## src/rtl/ft_spi_slave_if.sv

```systemverilog
// rtl/ft_spi_slave_if.sv - FT2232 host SPI pins (host = master, responder = slave).
interface ft_spi_slave_if;
  logic i_sck;
  logic i_mosi;
  logic i_cs_n;
  logic o_miso;

  modport master (output i_sck, output i_mosi, output i_cs_n, input o_miso);
  modport slave  (input i_sck, input i_mosi, input i_cs_n, output o_miso);
endinterface

```

## src/rtl/ft_spi_slave.sv

```systemverilog
// rtl/ft_spi_slave.sv - oversampling mode-0 SPI responder for the FT2232 host link.
// Optional FT_SPI_BYTECNT_EN adds o_byte_count (received words in the current frame).
module ft_spi_slave #(
  parameter int DATA_W      = 8,
  parameter int SYNC_STAGES = 2
) (
  input  logic              clk,
  input  logic              rst_n,
  ft_spi_slave_if.slave     spi,
  input  logic [DATA_W-1:0] i_tx_data,
  output logic              o_tx_next,
  output logic [DATA_W-1:0] o_rx_data,
  output logic              o_rx_valid,
  output logic              o_frame_start,
  output logic              o_frame_end,
  output logic              o_frame_err,
`ifdef FT_SPI_BYTECNT_EN
  output logic [15:0]       o_byte_count,
`endif
  output logic              o_busy
);

  localparam int CNT_W = (DATA_W > 1) ? $clog2(DATA_W) : 1;
  localparam logic [CNT_W-1:0] LAST_BIT = CNT_W'(DATA_W - 1);

  typedef enum logic {IDLE, ACTIVE} state_t;

  state_t                  state_q, state_d;
  logic [SYNC_STAGES-1:0]  sck_sync_q, sck_sync_d;
  logic [SYNC_STAGES-1:0]  mosi_sync_q, mosi_sync_d;
  logic [SYNC_STAGES-1:0]  cs_sync_q, cs_sync_d;
  logic [SYNC_STAGES-1:0]  vld_q, vld_d;
  logic                    sck_d1_q, sck_d1_d;
  logic                    cs_d1_q, cs_d1_d;
  logic                    armed_q, armed_d;
  logic [DATA_W-1:0]       tx_shift_q, tx_shift_d;
  logic [DATA_W-1:0]       rx_shift_q, rx_shift_d;
  logic [DATA_W-1:0]       rx_data_q, rx_data_d;
  logic [CNT_W-1:0]        bit_cnt_q, bit_cnt_d;
  logic                    skip_fall_q, skip_fall_d;
  logic                    tx_next_q, tx_next_d;
  logic                    rx_valid_q, rx_valid_d;
  logic                    frame_start_q, frame_start_d;
  logic                    frame_end_q, frame_end_d;
  logic                    frame_err_q, frame_err_d;
`ifdef FT_SPI_BYTECNT_EN
  logic [15:0]             byte_cnt_q, byte_cnt_d;
`endif

  logic              sck_s, mosi_s, cs_s;
  logic              sck_rise, sck_fall, cs_fall, cs_rise;
  logic [DATA_W-1:0] rx_word;

  assign sck_s  = sck_sync_q[SYNC_STAGES-1];
  assign mosi_s = mosi_sync_q[SYNC_STAGES-1];
  assign cs_s   = cs_sync_q[SYNC_STAGES-1];

  assign sck_rise = sck_s & ~sck_d1_q;
  assign sck_fall = ~sck_s & sck_d1_q;
  // armed_q blocks a frame start until CS has really been seen high since reset
  assign cs_fall  = armed_q & cs_d1_q & ~cs_s;
  assign cs_rise  = cs_s & ~cs_d1_q;
  assign rx_word  = {rx_shift_q[DATA_W-2:0], mosi_s};

  always_comb begin
    state_d       = state_q;
    sck_sync_d    = {sck_sync_q[SYNC_STAGES-2:0], spi.i_sck};
    mosi_sync_d   = {mosi_sync_q[SYNC_STAGES-2:0], spi.i_mosi};
    cs_sync_d     = {cs_sync_q[SYNC_STAGES-2:0], spi.i_cs_n};
    vld_d         = {vld_q[SYNC_STAGES-2:0], 1'b1};
    sck_d1_d      = sck_s;
    cs_d1_d       = cs_s;
    armed_d       = armed_q | (vld_q[SYNC_STAGES-1] & cs_s);
    tx_shift_d    = tx_shift_q;
    rx_shift_d    = rx_shift_q;
    rx_data_d     = rx_data_q;
    bit_cnt_d     = bit_cnt_q;
    skip_fall_d   = skip_fall_q;
    tx_next_d     = 1'b0;
    rx_valid_d    = 1'b0;
    frame_start_d = 1'b0;
    frame_end_d   = 1'b0;
    frame_err_d   = 1'b0;
`ifdef FT_SPI_BYTECNT_EN
    byte_cnt_d    = byte_cnt_q;
`endif
    case (state_q)
      IDLE: begin
        if (cs_fall) begin
          tx_shift_d    = i_tx_data;
          tx_next_d     = 1'b1;
          frame_start_d = 1'b1;
          bit_cnt_d     = '0;
          skip_fall_d   = 1'b0;
          state_d       = ACTIVE;
`ifdef FT_SPI_BYTECNT_EN
          byte_cnt_d    = 16'd0;
`endif
        end
      end
      ACTIVE: begin
        if (cs_rise) begin
          frame_end_d = 1'b1;
          frame_err_d = (bit_cnt_q != '0);
          state_d     = IDLE;
        end else if (sck_rise) begin
          rx_shift_d = rx_word;
          if (bit_cnt_q == LAST_BIT) begin
            rx_data_d   = rx_word;
            rx_valid_d  = 1'b1;
            bit_cnt_d   = '0;
            tx_shift_d  = i_tx_data;
            tx_next_d   = 1'b1;
            skip_fall_d = 1'b1;
`ifdef FT_SPI_BYTECNT_EN
            if (byte_cnt_q != 16'hFFFF) byte_cnt_d = byte_cnt_q + 16'd1;
`endif
          end else begin
            bit_cnt_d = bit_cnt_q + 1'b1;
          end
        end else if (sck_fall) begin
          // the fall right after a reload must keep the fresh MSB on MISO
          if (skip_fall_q) skip_fall_d = 1'b0;
          else             tx_shift_d  = tx_shift_q << 1;
        end
      end
      default: state_d = IDLE;
    endcase
  end

  always_ff @(posedge clk or negedge rst_n) begin
    if (!rst_n) begin
      state_q       <= IDLE;
      sck_sync_q    <= '0;
      mosi_sync_q   <= '0;
      cs_sync_q     <= '1;
      vld_q         <= '0;
      sck_d1_q      <= 1'b0;
      cs_d1_q       <= 1'b1;
      armed_q       <= 1'b0;
      tx_shift_q    <= '0;
      rx_shift_q    <= '0;
      rx_data_q     <= '0;
      bit_cnt_q     <= '0;
      skip_fall_q   <= 1'b0;
      tx_next_q     <= 1'b0;
      rx_valid_q    <= 1'b0;
      frame_start_q <= 1'b0;
      frame_end_q   <= 1'b0;
      frame_err_q   <= 1'b0;
`ifdef FT_SPI_BYTECNT_EN
      byte_cnt_q    <= 16'd0;
`endif
    end else begin
      state_q       <= state_d;
      sck_sync_q    <= sck_sync_d;
      mosi_sync_q   <= mosi_sync_d;
      cs_sync_q     <= cs_sync_d;
      vld_q         <= vld_d;
      sck_d1_q      <= sck_d1_d;
      cs_d1_q       <= cs_d1_d;
      armed_q       <= armed_d;
      tx_shift_q    <= tx_shift_d;
      rx_shift_q    <= rx_shift_d;
      rx_data_q     <= rx_data_d;
      bit_cnt_q     <= bit_cnt_d;
      skip_fall_q   <= skip_fall_d;
      tx_next_q     <= tx_next_d;
      rx_valid_q    <= rx_valid_d;
      frame_start_q <= frame_start_d;
      frame_end_q   <= frame_end_d;
      frame_err_q   <= frame_err_d;
`ifdef FT_SPI_BYTECNT_EN
      byte_cnt_q    <= byte_cnt_d;
`endif
    end
  end

  assign spi.o_miso    = (state_q == ACTIVE) & tx_shift_q[DATA_W-1];
  assign o_busy        = (state_q == ACTIVE);
  assign o_rx_data     = rx_data_q;
  assign o_rx_valid    = rx_valid_q;
  assign o_tx_next     = tx_next_q;
  assign o_frame_start = frame_start_q;
  assign o_frame_end   = frame_end_q;
  assign o_frame_err   = frame_err_q;
`ifdef FT_SPI_BYTECNT_EN
  assign o_byte_count  = byte_cnt_q;
`endif

endmodule

```

## src/flat_wrapper.sv

```systemverilog
// flat-port wrapper written by rule: the top's interface ports become plain ports
module ft_spi_slave_flat 
#(
  parameter int DATA_W      = 8,
  parameter int SYNC_STAGES = 2
)
  (clk, rst_n, i_tx_data, o_tx_next, o_rx_data, o_rx_valid, o_frame_start, o_frame_end, o_frame_err, o_busy, spi_i_sck, spi_i_mosi, spi_i_cs_n, spi_o_miso);
  ft_spi_slave_if spi_i ();
  input  logic clk;
  input  logic rst_n;
  input  logic [DATA_W-1:0] i_tx_data;
  output logic o_tx_next;
  output logic [DATA_W-1:0] o_rx_data;
  output logic o_rx_valid;
  output logic o_frame_start;
  output logic o_frame_end;
  output logic o_frame_err;
  output logic o_busy;
  input wire logic [$bits(spi_i.i_sck)-1:0] spi_i_sck;
  input wire logic [$bits(spi_i.i_mosi)-1:0] spi_i_mosi;
  input wire logic [$bits(spi_i.i_cs_n)-1:0] spi_i_cs_n;
  output wire logic [$bits(spi_i.o_miso)-1:0] spi_o_miso;
  assign spi_i.i_sck = spi_i_sck;
  assign spi_i.i_mosi = spi_i_mosi;
  assign spi_i.i_cs_n = spi_i_cs_n;
  assign spi_o_miso = spi_i.o_miso;
  ft_spi_slave #(.DATA_W(DATA_W), .SYNC_STAGES(SYNC_STAGES)) u_core (.clk(clk), .rst_n(rst_n), .spi(spi_i), .i_tx_data(i_tx_data), .o_tx_next(o_tx_next), .o_rx_data(o_rx_data), .o_rx_valid(o_rx_valid), .o_frame_start(o_frame_start), .o_frame_end(o_frame_end), .o_frame_err(o_frame_err), .o_busy(o_busy));
endmodule
```

## config.mk

```make
export PLATFORM = sky130hd
export DESIGN_NAME = ft_spi_slave_flat
export DESIGN_NICKNAME = d
export VERILOG_FILES = /design/src/rtl/ft_spi_slave_if.sv /design/src/rtl/ft_spi_slave.sv /design/src/flat_wrapper.sv
export SDC_FILE = /design/constraint.sdc
export NUM_CORES = 1
export LEC_CHECK = 0
export BUFFER_PORTS_ARGS = -buffer_cell sky130_fd_sc_hd__buf_2
export CAP_MARGIN = 25
export CORE_ASPECT_RATIO = 0.5
export CORE_MARGIN = 5
export CORE_UTILIZATION = 50
export DETAILED_ROUTE_END_ITERATION = 8
export PLACE_DENSITY = 0.72
export SYNTH_ARGS = -nofsm -noshare
export SYNTH_HDL_FRONTEND = slang
export SYNTH_SLANG_ARGS = --single-unit
```

## constraint.sdc

```tcl
create_clock -name clk -period 1.8 [get_ports clk]
set_input_delay 0.36 -clock clk [delete_from_list [all_inputs] [get_ports clk]]
set_output_delay 0.36 -clock clk [all_outputs]
set_load 0.01 [all_outputs]
```

## Word level (Yosys, flattened, before mapping)

Cells that the tools add are included.
Widths: inputs -> output; s select.

- Flip-flop bits (word level): 44
- Input port bits: 13
- Output and inout bits: 15

- Add/sub/neg operators: 1
- Eq/ne operators: 7
- Mux-type cells: 31
- Bitwise gates (word level): 14
- Reductions and logical operators: 6

Operators by type and width:

| operator | number |
|---|---|
| $mux 8 | 6 |
| $mux 1 | 16 |
| $pmux 8 s2 | 1 |
| $mux 3 | 4 |
| $ne 3x3->1 const B | 3 |
| $reduce_and 4->1 | 2 |
| $and 1x1->1 | 7 |
| $not 1->1 | 6 |
| $pmux 1 s2 | 3 |
| $pmux 3 s2 | 1 |
| $reduce_and 3->1 | 2 |
| $reduce_and 5->1 | 1 |
| $ne 2x2->1 const B | 2 |
| $add 3x1->3 const B | 1 |
| $eq 3x3->1 const B | 1 |
| $reduce_bool 3->1 | 1 |
| $ne 2x1->1 const B | 1 |
| $or 1x1->1 | 1 |

## Logic depth before layout (Yosys ltp)

Gate-level depths: netlist of run 1.

- Depth after elaboration: 6
- Depth in mapped cells: 7
- Mapped depth without buffers: 6

## Least setup slack after synthesis of run 1

No wires, ideal clock.

- Path type: flip-flop to flip-flop
- Start point: reg u_core.bit_cnt_q[0]
- End point: reg u_core.tx_shift_q[1]
- Arrival time: 1538 ps
- Data required time: 1675 ps
- Slack: 138 ps
- Stages on the path, launching flop included: 7
- Clock period less this slack: 1662 ps
- Cell sequence: dfrtp_1 ha_1 ha_1 and2b_1 o21ai_2 o211ai_4 mux2_2

- Cells in the longest elaborated chain, start to end: 3

RTL lines:

| element | line | source |
|---|---|---|
| start: declaration | ft_spi_slave.sv:39 | `logic [CNT_W-1:0] bit_cnt_q, bit_cnt_d;` |
| start signal: assignment | ft_spi_slave.sv:166 | `bit_cnt_q <= bit_cnt_d;` |
| $eq 3x3->1 | ft_spi_slave.sv:108 | `if (bit_cnt_q == LAST_BIT) begin` |
| $ne 3x3->1 (no source line) | -- |  |
| $reduce_and 5->1 (no source line) | -- |  |
| end signal: assignment | ft_spi_slave.sv:163 | `tx_shift_q <= tx_shift_d;` |
| end: declaration | ft_spi_slave.sv:36 | `logic [DATA_W-1:0] tx_shift_q, tx_shift_d;` |

No other way between the ends.
A chain may end at the register's enable or synchronous reset.

## Worst setup path in the final report of run 1

- Start point: reg u_core.bit_cnt_q[0]
- End point: reg u_core.tx_shift_q[7]

Same word-level chain as after synthesis.

==> results.py, run 1 <==
metrics = {
    "status": {
        "status": "complete, no violations",
    },
    "detailed_routing": {
        "drt-vias-per-instance": 4.84,
        "drt_wl_total_mm": 2.55,
        "post-route-drc-count": 0,
        "postRouteAntennaNets": 0,
        "vias": 934,
        "drt_pass1_iterations": 4,
        "initialDrtViolationCount": 30,
        "routedWlPerCell_microns": 13.2,
    },
    "timing": {
        "fin_worst_skew_ns": 0.00291,
        "worstMarginPinSlew_ns": 0.525,
        "fin_crit_sh_pct": 94.6,
        "period_minus_slack_ns": 1.70,
        "timing.hold.ws_ns": 0.133,
        "tns_ns": 0,
        "max_clock_freq_mhz": 587,
        "final-setup-viol-count": 0,
        "rsz0062_at_grt": "no",
        "finalHoldViolCount": 0,
        "drv_slew": 0,
        "maxSlewHeadroom_pct": 65.0,
    },
    "pwr": {
        "p_seq_share_pct": 55.8,
        "switching_power_w": 0.000569,
        "comb_power_share_pct": 17.7,
        "vdd_drop_max_uv": 564,
        "leakagePower_nw": 1.03,
        "power_frac_clock_pct": 26.5,
        "p_int_w": 0.00173,
        "swShare_pct": 24.8,
        "powerDensity_nw_per_um2": 1140,
    },
    "floorplanning": {
        "die_x_microns": 93.0,
        "ioPinCount": 28,
        "die_y_microns": 51.5,
        "row_count": 15,
        "dieArea_sq_um": 4790,
        "core_sq_um": 3380,
        "start_util_pct": 51.0,
    },
    "synth": {
        "synth_seq_cells": 44,
        "syn-cell-area_sq_um": 1720,
        "synth_cell_types": 26,
        "syn_area_per_cell_sq_um": 15.2,
        "synth_nets": 130,
        "synth_top_area_share_pct": 59.5,
        "synth_warnings": 0,
        "synth.area.top_cells": "dfrtp_1 60%, mux2_2 19%, dfstp_2 4.6%, ha_1 2.9%, inv_1 1.5%",
        "synth-seq-area-share_pct": 64.1,
        "synth_area_leader_cell": "dfrtp_1",
        "netlist_instances": 113,
    },
    "cts": {
        "post_cts_buffers": 0,
        "clock-sinks": 44,
        "cts_tree": "yes",
        "ctsHoldBuffers": 0,
        "cts_resized": 0,
        "htreeDepth": 2,
        "cts_buffers": 5,
        "worstSkewPairLatency_ns": 0.28,
        "clockRootBuffer": "clkbuf_8",
        "max-clock-path-buffers": 2,
        "clk_pin_slew_ns": 0.08,
    },
    "placement": {
        "gp_congestion": 0.693,
        "portBuffers": 27,
        "dp_hpwl_mm": 1.87,
    },
    "finish": {
        "fin_nets": 167,
        "area_delta_synth_final_pct": 17.4,
        "diodes": 0,
        "mostFrequentLayoutCells": "41 x dfrtp_1, 29 x mux2_2, 27 x buf_2",
        "drive_above_1_share_pct": 53.0,
        "final_common_cell": "dfrtp_1",
    },
    "worst_setup_path": {
        "crit_chain": "ha_1, ha_1, and2b_1, o21ai_2, o211ai_4, mux2_2",
        "rrSetupSlack_ns": 0.1,
        "required_ns": 1.97,
        "crit_family": "flip-flops",
        "cp_max_fo": 8,
        "cp_common_cell": "ha_1",
        "cp_num_buf_inv": 0,
        "critPathArrivalTime_ns": 1.87,
        "critPathLaunchType": "register",
        "crit_slowest_cell": "dfrtp_1",
        "critPathMaxStageDelay_ns": 0.40,
        "cp-end-kind": "register",
        "critPathKind": "register to register",
    },
    "job": {
        "max_cap_viol_count": 0,
    },
    "grt": {
        "grt_max_degree": 45,
        "first_global_vias": 1062,
        "grt_use_total_pct": 13.0,
        "grt_overflow": 0,
        "grt_antenna_before_repair": 0,
        "grt_first_pass_wirelength_mm": 4.75,
    },
    "worst_hold_path": {
        "hold_class": "input pin to asynchronous set/reset pin",
    },
}
cell families (layout without fill, tap and decap cells):
kind of cell	count (synthesis)	in the layout	share of synthesized area, %
adders and majority gates	4	4	2.90
buffers and inverters	9	47	2.61
AOI/OAI and AO/OA	10	10	5.30
and+or+nand+nor	15	15	5.30
DFF	44	44	64.1
other	1	1	0.218
muxes	30	30	19.5
worst register-to-register path, delay by kind of cell, from the launching register on:
kind | cells | cell delay, ns
compound gates | 2 | 0.22
mux | 1 | 0.38
fa+ha+maj | 2 | 0.39
flops | 1 | 0.40
simple gates | 1 | 0.20
cells in the mapped netlist:
master / number
dfstp_2: 3
ha_1: 4
nand3b_1: 1
and2_2: 2
conb_1: 1
buf_6: 1
inv_1: 7
nand2_1: 4
dfrtp_1: 41
o21ai_2: 2
nand2_2: 1
a32o_1: 1
a21boi_0: 1
and2_1: 1
nor2_1: 2
and2b_2: 1
o21ai_0: 1
buf_4: 1
and2b_1: 1
nand2b_1: 1
o31ai_1: 3
mux2i_1: 1
a21o_1: 1
o211ai_4: 1
nor2_4: 1
mux2_2: 29
final timing paths:
check / startpoint / endpoint / cells past startpoint
worst max-delay path: u_core.bit_cnt_q[0] / u_core.tx_shift_q[7] / 6
worst min-delay path: rst_n / u_core.o_rx_data[3] / 2
worst max register to register: u_core.bit_cnt_q[0] / u_core.tx_shift_q[7] / 6
worst min register to register: u_core.sck_sync_q[0] / u_core.sck_sync_q[1] / 0
max in group asynchronous: rst_n / u_core.cs_sync_q[0] / 2
min in group clk: spi_i_cs_n / u_core.cs_sync_q[0] / 1
per-stage QoR:
| stage | setup slack (ns) | instance area [sq um] | total power, W | instances | util, % |
|---|---|---|---|---|---|
| 2_1_floorplan | 0.138 | 1720 | 0.00159 | 113 | - |
| 3_3_place_gp | 0.132 | 1930 | 0.00169 | 185 | 57.1 |
| 3_5_place_dp | 0.0968 | 1930 | 0.00172 | 185 | 57.1 |
| 4_1_cts | 0.0854 | 2020 | 0.00234 | 193 | 59.9 |
| 5_1_grt | 0.0116 | 2020 | 0.00247 | 193 | 59.9 |
| 6_report | 0.0967 | 2020 | 0.00230 | 193 | 59.9 |
flip-flops by register name, indices dropped and copies added, names as in the netlist:
name	count
u_core.o_frame_end	1
u_core.sck_d1_q	1
u_core.cs_d1_q	1
u_core.o_rx_valid	1
u_core.cs_sync_q	2
u_core.skip_fall_q	1
u_core.o_frame_start	1
u_core.o_busy	1
u_core.o_frame_err	1
u_core.o_rx_data	8
u_core.o_tx_next	1
u_core.bit_cnt_q	3
u_core.tx_shift_q	8
u_core.rx_shift_q	7
u_core.mosi_sync_q	2
u_core.armed_q	1
u_core.vld_q	2
u_core.sck_sync_q	2
routing by layer:
metal	up-vias	track usage, %	wire length [microns]
met3	5	4.91	121
met1	452	15.3	1110
met2	19	22.5	1280
met5	-	0	0
met4	0	3.65	36
li1	458	-	-
power groups by stage:
stage          logic, W  clock network (W)  registers (W)
6_report       0.000407           0.000608        0.00128
5_1_grt        0.000464           0.000694        0.00131
4_1_cts        0.000418           0.000633        0.00128
3_5_place_dp   0.000416                  0        0.00131
3_3_place_gp   0.000399                  0        0.00130
2_1_floorplan  0.000309                  0        0.00128
area by class of cell:
type / count / area [sq um]
clock inverters: 2 / 10.0
repair buffers: 32 / 173
flip-flops and latches: 44 / 1100
inverters: 7 / 26.3
well taps: 42 / 52.6
fillers: 293 / 1360
multi-input cells: 60 / 573
clock buffers: 6 / 82.6
(Power assumes the default switching activity.)
==> run 2: changes to the inputs <==
--- a/config.mk
+++ b/config.mk
@@ -7,7 +7,7 @@
 export LEC_CHECK = 0
 export BUFFER_PORTS_ARGS = -buffer_cell sky130_fd_sc_hd__buf_2
 export CAP_MARGIN = 25
-export CORE_ASPECT_RATIO = 0.5
+export CORE_ASPECT_RATIO = 1.1
 export CORE_MARGIN = 5
 export CORE_UTILIZATION = 50
 export DETAILED_ROUTE_END_ITERATION = 8
==> constraint.sdc (replaced) <==
create_clock -name clk -period 1.72 [get_ports clk]
set_input_delay 0.344 -clock clk [delete_from_list [all_inputs] [get_ports clk]]
set_output_delay 0.344 -clock clk [all_outputs]
set_load 0.01 [all_outputs]
==> run 2 against run 1 <==
Effect of this change: core utilization up 3.5 points; sequential share of layout area down 2.3 points; maximum frequency up 0.11%; power up 5.0%; global-route usage up 0.37 points; final cell count up 5.7%; worst setup slack worse by 0.078 ns; via count up 7.7%; non-clock buffer count up 5; count of clock-buffer cells in the layout down 1; combinational power up 29%; register-to-register slack worse by 0.08 ns; critical endpoint unchanged.
==> results.py, run 2 (synthesized netlist as in run 1, its figures left out) <==
metrics = {
    "pwr": {
        "swShare_pct": 27.8,
        "switching_power_w": 0.000671,
        "leakagePower_nw": 1.07,
        "powerDensity_nw_per_um2": 1140,
        "vdd_drop_max_uv": 640,
        "p_int_w": 0.00174,
        "comb_power_share_pct": 21.8,
        "p_seq_share_pct": 56.4,
        "power_frac_clock_pct": 21.8,
    },
    "timing": {
        "timing.hold.ws_ns": 0.0629,
        "fin_worst_skew_ns": 0.0198,
        "final-setup-viol-count": 0,
        "finalHoldViolCount": 0,
        "rsz0062_at_grt": "yes",
        "drv_slew": 0,
        "period_minus_slack_ns": 1.70,
        "max_clock_freq_mhz": 588,
        "fin_crit_sh_pct": 98.9,
        "tns_ns": 0,
    },
    "cts": {
        "cts_tree": "yes",
        "clock-sinks": 44,
        "clk_pin_slew_ns": 0.15,
        "worstSkewPairLatency_ns": 0.36,
        "max-clock-path-buffers": 2,
        "cts_buffers": 5,
        "clockRootBuffer": "clkbuf_4",
        "htreeDepth": 2,
    },
    "floorplanning": {
        "start_util_pct": 51.7,
        "die_y_microns": 71.6,
        "row_count": 22,
        "dieArea_sq_um": 4720,
        "ioPinCount": 28,
        "die_x_microns": 66.0,
        "core_sq_um": 3330,
    },
    "finish": {
        "area_delta_synth_final_pct": 22.5,
        "drive_above_1_share_pct": 55.8,
        "diodes": 0,
        "num-fill-cells": 269,
        "fin_util_pct": 63.4,
        "fin_nets": 172,
        "mostFrequentLayoutCells": "41 x dfrtp_1, 27 x buf_2, 22 x mux2_2",
        "final_common_cell": "dfrtp_1",
        "stdcell_area_sq_um": 2110,
    },
    "detailed_routing": {
        "initialDrtViolationCount": 26,
        "drt_wl_total_mm": 2.74,
        "routedWlPerCell_microns": 13.4,
        "drt-vias-per-instance": 4.93,
        "postRouteAntennaNets": 0,
        "drt_pass1_iterations": 4,
        "post-route-drc-count": 0,
        "vias": 1006,
    },
    "worst_setup_path": {
        "critPathArrivalTime_ns": 1.94,
        "rrSetupSlack_ns": 0.02,
        "timing.rr.start": "u_core.bit_cnt_q[1]",
        "required_ns": 1.96,
        "cp-end-kind": "register",
        "r2r_end": "u_core.tx_shift_q[7]",
        "cp_max_fo": 8,
        "critPathKind": "register to register",
        "critPathLaunchType": "register",
        "reg2reg_depth": 6,
    },
    "worst_hold_path": {
        "hold_end": "u_core.cs_sync_q[0]",
        "hold_class": "input pin to register",
        "hold_depth": 1,
        "hp-start": "spi_i_cs_n",
    },
    "grt": {
        "grt_max_degree": 24,
        "grt_first_pass_wirelength_mm": 4.79,
        "grt_use_total_pct": 13.3,
        "grt_overflow": 0,
        "grt_antenna_before_repair": 0,
        "first_global_vias": 1116,
    },
    "placement": {
        "gp_congestion": 0.714,
        "placed_area_sq_um": 1960,
        "portBuffers": 27,
        "dp_hpwl_mm": 2.04,
    },
    "job": {
        "max_cap_viol_count": 0,
    },
    "status": {
        "status": "complete, no violations",
    },
}
==> run 2: cell count changes in the layout (fill, tap and decap cells not counted), moves of 2 or more <==
cell	change
buf_4	+2
clkbuf_4	+5
clkbuf_8	-6
clkinv_2	-2
ha_1	-2
ha_4	+2
inv_6	+2
mux2_2	-7
mux2_4	+7
==> run 2: timing repair <==
item,4_1_cts,5_1_grt
endpoints found under the setup margin,1,7
endpoints found under the hold margin,21,0
resized for setup,0,13
pin swaps,1,3
buffers inserted,0,2
hold buffers,1,0
==> run 2: per-stage QoR <==
stage | setup slack [ns] | cells | total power [W]
6_report | 0.0186 | 204 | 0.00241
5_1_grt | -0.0691 | 204 | 0.00257
4_1_cts | 0.00465 | 202 | 0.00235
3_5_place_dp | 0.00905 | 193 | 0.00181
2_1_floorplan | 0.0575 | 113 | 0.00166
3_3_place_gp | 0.0556 | 193 | 0.00178
==> run 2: power groups by stage <==
stage / sequential [W] / clock (W) / combinational [W]
after global placement: 0.00136 / 0 / 0.000419
final: 0.00136 / 0.000525 / 0.000525
after floorplan: 0.00134 / 0 / 0.000323
after detailed placement: 0.00137 / 0 / 0.000442
after CTS: 0.00135 / 0.000549 / 0.000446
after global routing: 0.00139 / 0.000599 / 0.000582
==> run 2: area by class of cell <==
type | count | area [sq um] | share of cell area (%)
Multi-Input combinational cell | 60 | 627 | 29.7
Inverter | 7 | 26.3 | 1.24
Tap cell | 48 | 60.1 | 2.85
Clock buffer | 5 | 37.5 | 1.78
Timing Repair Buffer | 37 | 229 | 10.8
Clock inverter | 3 | 26.3 | 1.24
Sequential cell | 44 | 1100 | 52.3
==> run 2: metal layers <==
layer  up-vias  global-route usage [%]  part of all wire (%)
li1        465                       -                     -
met1       513                    15.3                    42
met2        26                    22.2                    51
met3         2                    5.33                   6.6
met4         0                    5.42                  0.77
met5         -                       0                     0
==> run 2: worst max path at each step <==
stage,slack [ns],from,to
after floorplan,0.06,u_core.bit_cnt_q[0],u_core.tx_shift_q[1]
after global placement,0.06,u_core.bit_cnt_q[0],u_core.tx_shift_q[1]
after detailed placement,0.009,u_core.bit_cnt_q[0],u_core.tx_shift_q[4]
after CTS,0.005,u_core.bit_cnt_q[0],u_core.tx_shift_q[7]
after global routing,-0.07,u_core.bit_cnt_q[0],u_core.tx_shift_q[7]
final,0.02,u_core.bit_cnt_q[1],u_core.tx_shift_q[7]
==> run 2: critical path, stage by stage (launching register included) <==
cell and delay, ns:
dfrtp_1 0.43, ha_4 0.16, ha_4 0.12, and2b_1 0.18, o21ai_2 0.19, o211ai_4 0.18, mux2_4 0.33
